## src/rtl/regfile_pkg.sv

```systemverilog
// Shared register-file constants and the arbiter priority type.
// Used by the register file, decode and the writeback arbiter.
package regfile_pkg;

    localparam int DW    = 16;       // register data width
    localparam int AW    = 4;        // register address width
    localparam int NREGS = 1 << AW;  // number of architectural registers

    // Which writeback source wins when both request in the same cycle.
    typedef enum logic [0:0] {
        PRIO_REQ0 = 1'b0,
        PRIO_REQ1 = 1'b1
    } prio_e;

endpackage

```

## src/rtl/regfile_wb_arbiter_rr_arb2.sv

```systemverilog
// Two-way round-robin arbiter.
//   clk   : rising-edge clock
//   rst   : synchronous active-high reset; no grant is issued while it is high
//   valid : request vector, bit 0 = ALU, bit 1 = load unit
//   grant : one-hot (or zero) grant vector, combinational from valid
// After any grant, priority moves to the requester that was not granted, so two
// continuously requesting sources alternate.
module rr_arb2
    import regfile_pkg::*;
(
    input  logic       clk,
    input  logic       rst,
    input  logic [1:0] valid,
    output logic [1:0] grant
);

    prio_e prio_q;
    prio_e prio_d;

    always_comb begin
        grant  = 2'b00;
        prio_d = prio_q;
        // Requests seen during reset are dropped rather than granted.
        if (!rst) begin
            if (valid == 2'b11) begin
                grant = (prio_q == PRIO_REQ0) ? 2'b01 : 2'b10;
            end else begin
                grant = valid;
            end
        end
        if (grant[0]) begin
            prio_d = PRIO_REQ1;
        end else if (grant[1]) begin
            prio_d = PRIO_REQ0;
        end
    end

    always_ff @(posedge clk) begin
        if (rst) begin
            prio_q <= PRIO_REQ0;
        end else begin
            prio_q <= prio_d;
        end
    end

endmodule

```

## src/rtl/regfile_wb_arbiter.sv

```systemverilog
// Register-file writeback arbiter and busy scoreboard.
// Owns the single regfile write port; ALU (req0) and load unit (req1) compete
// round-robin. The winner is registered onto rf_we/rf_waddr/rf_din one cycle
// after the grant. A per-register busy bit is set when decode issues a writer
// and cleared on the edge that performs its regfile write.
//   clk, rst                      : clock, synchronous active-high reset
//   req0_valid/addr/data, ready   : ALU writeback handshake
//   req1_valid/addr/data, ready   : load-unit writeback handshake
//   issue_valid/addr, issue_ready : decode destination reservation
//   busy                          : outstanding-producer bit per register
//   rf_we, rf_waddr, rf_din       : registered regfile write port
module regfile_wb_arbiter #(
    parameter int DW = regfile_pkg::DW,
    parameter int AW = regfile_pkg::AW
) (
    input  logic              clk,
    input  logic              rst,
    input  logic              req0_valid,
    input  logic [AW-1:0]     req0_addr,
    input  logic [DW-1:0]     req0_data,
    output logic              req0_ready,
    input  logic              req1_valid,
    input  logic [AW-1:0]     req1_addr,
    input  logic [DW-1:0]     req1_data,
    output logic              req1_ready,
    input  logic              issue_valid,
    input  logic [AW-1:0]     issue_addr,
    output logic              issue_ready,
    output logic [2**AW-1:0]  busy,
    output logic              rf_we,
    output logic [AW-1:0]     rf_waddr,
    output logic [DW-1:0]     rf_din
);

    localparam int NREGS = 2 ** AW;

    logic [1:0]       grant;
    logic             rf_we_q,    rf_we_d;
    logic [AW-1:0]    rf_waddr_q, rf_waddr_d;
    logic [DW-1:0]    rf_din_q,   rf_din_d;
    logic [NREGS-1:0] busy_q,     busy_d;

    rr_arb2 u_arb (
        .clk   (clk),
        .rst   (rst),
        .valid ({req1_valid, req0_valid}),
        .grant (grant)
    );

    assign req0_ready = grant[0];
    assign req1_ready = grant[1];

    always_comb begin
        rf_we_d    = |grant;
        rf_waddr_d = rf_waddr_q;
        rf_din_d   = rf_din_q;
        if (grant[0]) begin
            rf_waddr_d = req0_addr;
            rf_din_d   = req0_data;
        end else if (grant[1]) begin
            rf_waddr_d = req1_addr;
            rf_din_d   = req1_data;
        end

        // A register whose write lands on this edge can be re-reserved now.
        issue_ready = ~busy_q[issue_addr] | (rf_we_q & (rf_waddr_q == issue_addr));

        // Clear first, then set, so a same-edge reservation keeps the bit high.
        busy_d = busy_q;
        if (rf_we_q) begin
            busy_d[rf_waddr_q] = 1'b0;
        end
        if (issue_valid && issue_ready) begin
            busy_d[issue_addr] = 1'b1;
        end
    end

    always_ff @(posedge clk) begin
        if (rst) begin
            rf_we_q    <= 1'b0;
            rf_waddr_q <= '0;
            rf_din_q   <= '0;
            busy_q     <= '0;
        end else begin
            rf_we_q    <= rf_we_d;
            rf_waddr_q <= rf_waddr_d;
            rf_din_q   <= rf_din_d;
            busy_q     <= busy_d;
        end
    end

    assign rf_we    = rf_we_q;
    assign rf_waddr = rf_waddr_q;
    assign rf_din   = rf_din_q;
    assign busy     = busy_q;

endmodule

```

## config.mk

```make
export PLATFORM = sky130hd
export DESIGN_NAME = regfile_wb_arbiter
export DESIGN_NICKNAME = d
export VERILOG_FILES = /design/src/rtl/regfile_pkg.sv /design/src/rtl/regfile_wb_arbiter_rr_arb2.sv /design/src/rtl/regfile_wb_arbiter.sv
export SDC_FILE = /design/constraint.sdc
export NUM_CORES = 1
export LEC_CHECK = 0
export ABC_AREA = 1
export CAP_MARGIN = 10
export CORE_MARGIN = 1.5
export CORE_UTILIZATION = 38
export DETAILED_ROUTE_END_ITERATION = 10
export PLACE_DENSITY = 0.8
export RECOVER_POWER = 100
export SLEW_MARGIN = 20
export SYNTH_ARGS = -nofsm -noshare
export SYNTH_HDL_FRONTEND = slang
export SYNTH_SLANG_ARGS = --single-unit
```

## constraint.sdc

```tcl
create_clock -name clk -period 1.3 [get_ports clk]
set_input_delay 0.26 -clock clk [delete_from_list [all_inputs] [get_ports clk]]
set_output_delay 0.26 -clock clk [all_outputs]
set_load 0.005 [all_outputs]
```

Word level (Yosys, flattened, before mapping)
Index checks and enable logic that the tools add are counted.
- register bits: 38
- bits of input ports: 49
- $lt $le $gt $ge: 4
- eq/ne operators: 2
- multiplexer cells: 17
- bitwise gates (word level): 6
- reductions and logical operators: 5
- operators with widths (kind ; count):
    two-way mux 16 bit ; 4
    bitwise AND 16 bit ; 1
    inverter 16 bit ; 1
    OR 16 bit ; 1
    less-than comparator 4 x 5 -> 1 bit (second input constant) ; 2
    demux 1 bit (select 4 bit) ; 2
    >= comparator 4 x 1 -> 1 bit (second input constant) ; 2
    two-way mux 4 bit ; 2
    two-way mux 2 bit ; 3
    two-way mux 1 bit ; 5
    binary-select mux 1 bit (select 4 bit) ; 1
    equality test 4 bit ; 1
    logical AND 1 bit ; 3
    equality test 2 bit (second input constant) ; 1
    nonzero test 2 bit ; 1
    OR reduction 2 bit ; 1
    bitwise AND 1 bit ; 1
    inverter 1 bit ; 1
    OR 1 bit ; 1

Depth between registers and ports, before layout
- depth in word-level cells: 9
- depth in mapped cells: 12
- mapped depth without buffers: 10

Hierarchy
From an unflattened synthesis, not the netlist that was laid out.
- cells, all modules: 331
- area, all modules: 2199.6 um2
- by module, submodules not included (module ; times used ; cells an instance ; area each (um2) ; sequential area each (um2)):
    regfile_wb_arbiter ; 1 ; 317 ; 2124.5 ; 740.7
    rr_arb2 ; 1 ; 14 ; 75.1 ; 20.0

Worst setup path before layout
No wires, ideal clock.
- path kind: input-to-output
- from: in issue_addr[0]
- to: out issue_ready
- arrival: 1109 ps
- data required time: 1040 ps
- slack: -69 ps
- stages: 9
- path buffers: 2
- cells stage by stage: buf_2 nand2_1 nand2_1 nand2_1 nand2_1 nand2_1 nand2_2 o21ai_4 buf_6
- word-level cells in the longest chain between the ends: 4
- ends and longest elaborated chain (what ; line ; RTL):
    start: declaration ; regfile_wb_arbiter.sv:27 ; input logic [AW-1:0] issue_addr,
    binary-select mux 1 bit (select 4 bit) ; regfile_wb_arbiter.sv:66 ; issue_ready = ~busy_q[issue_addr] | (rf_we_q & (rf_waddr_q == issue_addr));
    two-way mux 1 bit (not written as such) ; regfile_wb_arbiter.sv:66 ;
    inverter 1 bit ; regfile_wb_arbiter.sv:66 ;
    OR 1 bit * ; regfile_wb_arbiter.sv:66 ;
    end: declaration ; regfile_wb_arbiter.sv:28 ; output logic issue_ready,
Mark *: on every way between the ends. The rest lies on a longest branch, timed or not. The select of a mux whose other input is x is not followed.

Final worst setup path
- from: reg rf_waddr_q[2] (netlist: rf_waddr[2])
- to: out issue_ready
- word-level cells in the longest chain between the ends: 3
- ends and longest elaborated chain (what ; line ; RTL):
    start: declaration ; regfile_wb_arbiter.sv:39 ; logic [AW-1:0] rf_waddr_q, rf_waddr_d;
    start signal: assignment ; regfile_wb_arbiter.sv:86 ; rf_waddr_q <= rf_waddr_d;
    equality test 4 bit ; regfile_wb_arbiter.sv:66 ;
    bitwise AND 1 bit ; regfile_wb_arbiter.sv:66 ;
    OR 1 bit ; regfile_wb_arbiter.sv:66 ;
No other way between the ends.

==> impl_metrics.yaml <==
outcome:
  status: "complete, but fails checks"
  violations: "negative setup slack"
floorplan:
  fp.dieW_microns: 75.2
  floorplan.rows: 26
  ios: 89
  dieHeight_microns: 75.2
  die-area_sq_um: 5650
  start_util: 0.390
  core_sq_um: 5070
power:
  power_density_nw_per_um2: 852
  vdd_drop_max_mv: 0.664
  totalPowerFinal_mw: 3.05
  leakage_nw: 1.59
yosys:
  ys.warnings.count: 0
  ys_async_sr_fraction: 0
  synth_seq_area_share: 0.385
  synthesis.instances: 296
  synth_top_family_by_area: "simple AND/OR/NAND/NOR gates"
  ys_types: 22
  synth_ff_type: "dfxtp_1"
  synth_xor_xnor_area_share: 0
  synth_edf_count: 0
  synth_top_area_share: 0.385
  yosysMostFrequentCell: "nand2_1"
  synth_adder_area_share: 0
  synth.ff_latch_count: 38
  synthSimpleGateAreaFrac: 0.348
  synthMuxAreaShare: 0
  yosys-top-cells-count: "114 x nand2_1, 38 x dfxtp_1, 29 x nor2_1"
  synth_compound_area_frac: 0.189
  syn_nets: 345
  ys_top_cells_by_area: "dfxtp_1 38%, nand2_1 22%, a31oi_1 6.3%"
  netlist_area_sq_um: 1980
  syn_area_per_cell_sq_um: 6.68
  yosys.area.top_type: "dfxtp_1"
drt:
  viasPerCell: 4.98
  drt-wirelength-per-cell_microns: 13.9
  drt_pass1_iterations: 4
  wl_mm: 6.96
  vias: 2483
  post-route-drc-count: 0
  drt_iter0_drc: 141
  ant_nets: 0
worst_setup_path:
  worst-path-buf-inv: 2
  cp_num_cells: 6
  slowest_delay_ns: 0.34
  path_max_fanout: 4
  worstPathCellList: "inv_1 -> o22ai_1 -> nor2_1 -> nand3_2 -> o21ai_4 -> buf_2"
  slowest_stage: "dfxtp_2"
  crit_end: "issue_ready"
  arrival_ns: 1.26
  r2r_end: "rf_waddr[1]$_SDFFE_PP0P_"
  cp-end-kind: "output pin"
  required_ns: 1.04
  cp_top_family: "flip-flops"
  crit_path_start: "rf_waddr[2]$_SDFFE_PP0P_"
  start_kind: "flop"
  ff2ff_path_depth: 12
  worstReg2RegStart: "u_arb.prio_q$_SDFFE_PP0P_"
  rrSetupSlack_ns: -0.12
  critical_path_class: "reg2out"
global_route:
  grt_max_degree: 21
  grt_first_pass_wirelength_mm: 10.6
  grt.total_usage: 0.249
  antenna_found_initial: 0
  grt_pass1_vias: 2423
  globalRouteOverflowTotal: 0
cells_and_area:
  drive_gt1_frac: 0.326
  register_area_sq_um: 779
  layout.nets: 477
  fill_cells: 407
  syn_to_final_growth_pct: 80.7
  multi_input_area_sq_um: 1180
  diodes: 0
sta:
  timing.fmax_ghz: 0.657
  hold_viol_final: 0
  min_period_over_period: 1.17
  maxSlewHeadroom: 0.810
  rsz0062_at_grt: "true"
  setup_viol: 39
  fin_skew_ns: 0.00442
  worst_slack_ns: -0.223
  fin_crit_ns: 1.52
  tightestPinTransition_ns: 0.282
  final-max-slew-violation-count: 0
clocking:
  htreeDepth: 2
  ctsHoldBuffers: 0
  ctsRootBufferMaster: "clkbuf_8"
  numCtsBuffers: 5
  path_clk_slew_ns: 0.08
  clock-sinks: 38
  clkLatencyLatePin_ns: 0.30
  clockBufferDepth: 2
  tritoncts: "built"
place:
  place_hpwl_mm: 4.85
  port_buffers: 88
  gp_congestion: 0.938
  dp_slack_ns: -0.936
run:
  max_cap_violations: 0
worst_hold_path:
  min_path_type: "in2reg"
[report_power, final]
part	internal (mW)	total [mW]	switching [mW]	leakage, nW
Clock	0.571	1.03	0.463	0.0504
Combinational	0.403	0.745	0.342	1.22
Sequential	1.23	1.27	0.0414	0.317
Total	2.20	3.05	0.846	1.59
[worst min-delay path: cells and delay by family]
| kind | cells | cell delay, ns |
|---|---|---|
| AND/OR/NAND/NOR | 2 | 0.17 |
| buffers and inverters | 1 | 0.25 |
[worst min path at each step]
stage	cells after the start	slack, ns	startpoint	end
floorplan	2	0.43	req1_data[0]	rf_din[0]$_SDFFE_PP0P_
global placement	2	0.46	rf_din[8]$_SDFFE_PP0P_	rf_din[8]$_SDFFE_PP0P_
detailed placement	2	0.47	rf_din[11]$_SDFFE_PP0P_	rf_din[11]$_SDFFE_PP0P_
CTS	3	0.40	req0_valid	u_arb.prio_q$_SDFFE_PP0P_
global route	3	0.44	req0_valid	u_arb.prio_q$_SDFFE_PP0P_
finish	3	0.43	req0_valid	u_arb.prio_q$_SDFFE_PP0P_
[flip-flops by register name, summed over array words and instances, names as in the netlist]
name          flops
busy             16
rf_din           16
rf_waddr          4
rf_we             1
u_arb.prio_q      1
[cell families after synthesis]
group	Yosys count
simple gates	164
flops	38
buf+inv	36
compound gates	58
[layout make-up]
type,instances,area share
inverter,19,0.0256
clock inverter,3,0.0126
tap,70,0.0245
multi-input combinational,222,0.329
timing repair buffer,142,0.371
clock buffer,5,0.0193
sequential,38,0.218
[placed cells by master (no fill, tap or decap), drive strengths merged]
cell type	instances
buf	49
dlygate4sd2	36
clkdlybuf4s15	5
clkdlybuf4s50	41
nor3	1
a21oi	16
inv	19
nor2	29
nand3	19
o22ai	3
o21a	1
o31ai	2
a21boi	1
clkbuf	15
bufbuf	1
bufinv	1
clkinvlp	2
o21ai	15
a31oi	20
dfxtp	38
nand2	115
[repair_timing]
action                     4_1_cts  5_1_grt
setup endpoints to repair       76       45
buffers inserted                 8        1
gates cloned                     3        1
resized for setup              129       28
pin swaps                        5        8
[layer usage]
layer,routed length (microns),track usage
met5,0,0
met4,144,0.101
met3,571,0.0817
met2,3620,0.451
met1,2630,0.267
[metrics by stage]
step	hold slack, ns	utilization	instance area [sq um]	std cells	setup TNS (ns)
2_1_floorplan	0.427	-	2010	296	-0.211
3_3_place_gp	0.461	0.636	3230	480	-22.85
3_5_place_dp	0.470	0.636	3230	480	-23.42
4_1_cts	0.403	0.692	3510	499	-2.36
5_1_grt	0.444	0.704	3570	499	-6.62
6_report	0.426	0.704	3570	499	-2.64
Power figures use the tool's default switching activity.
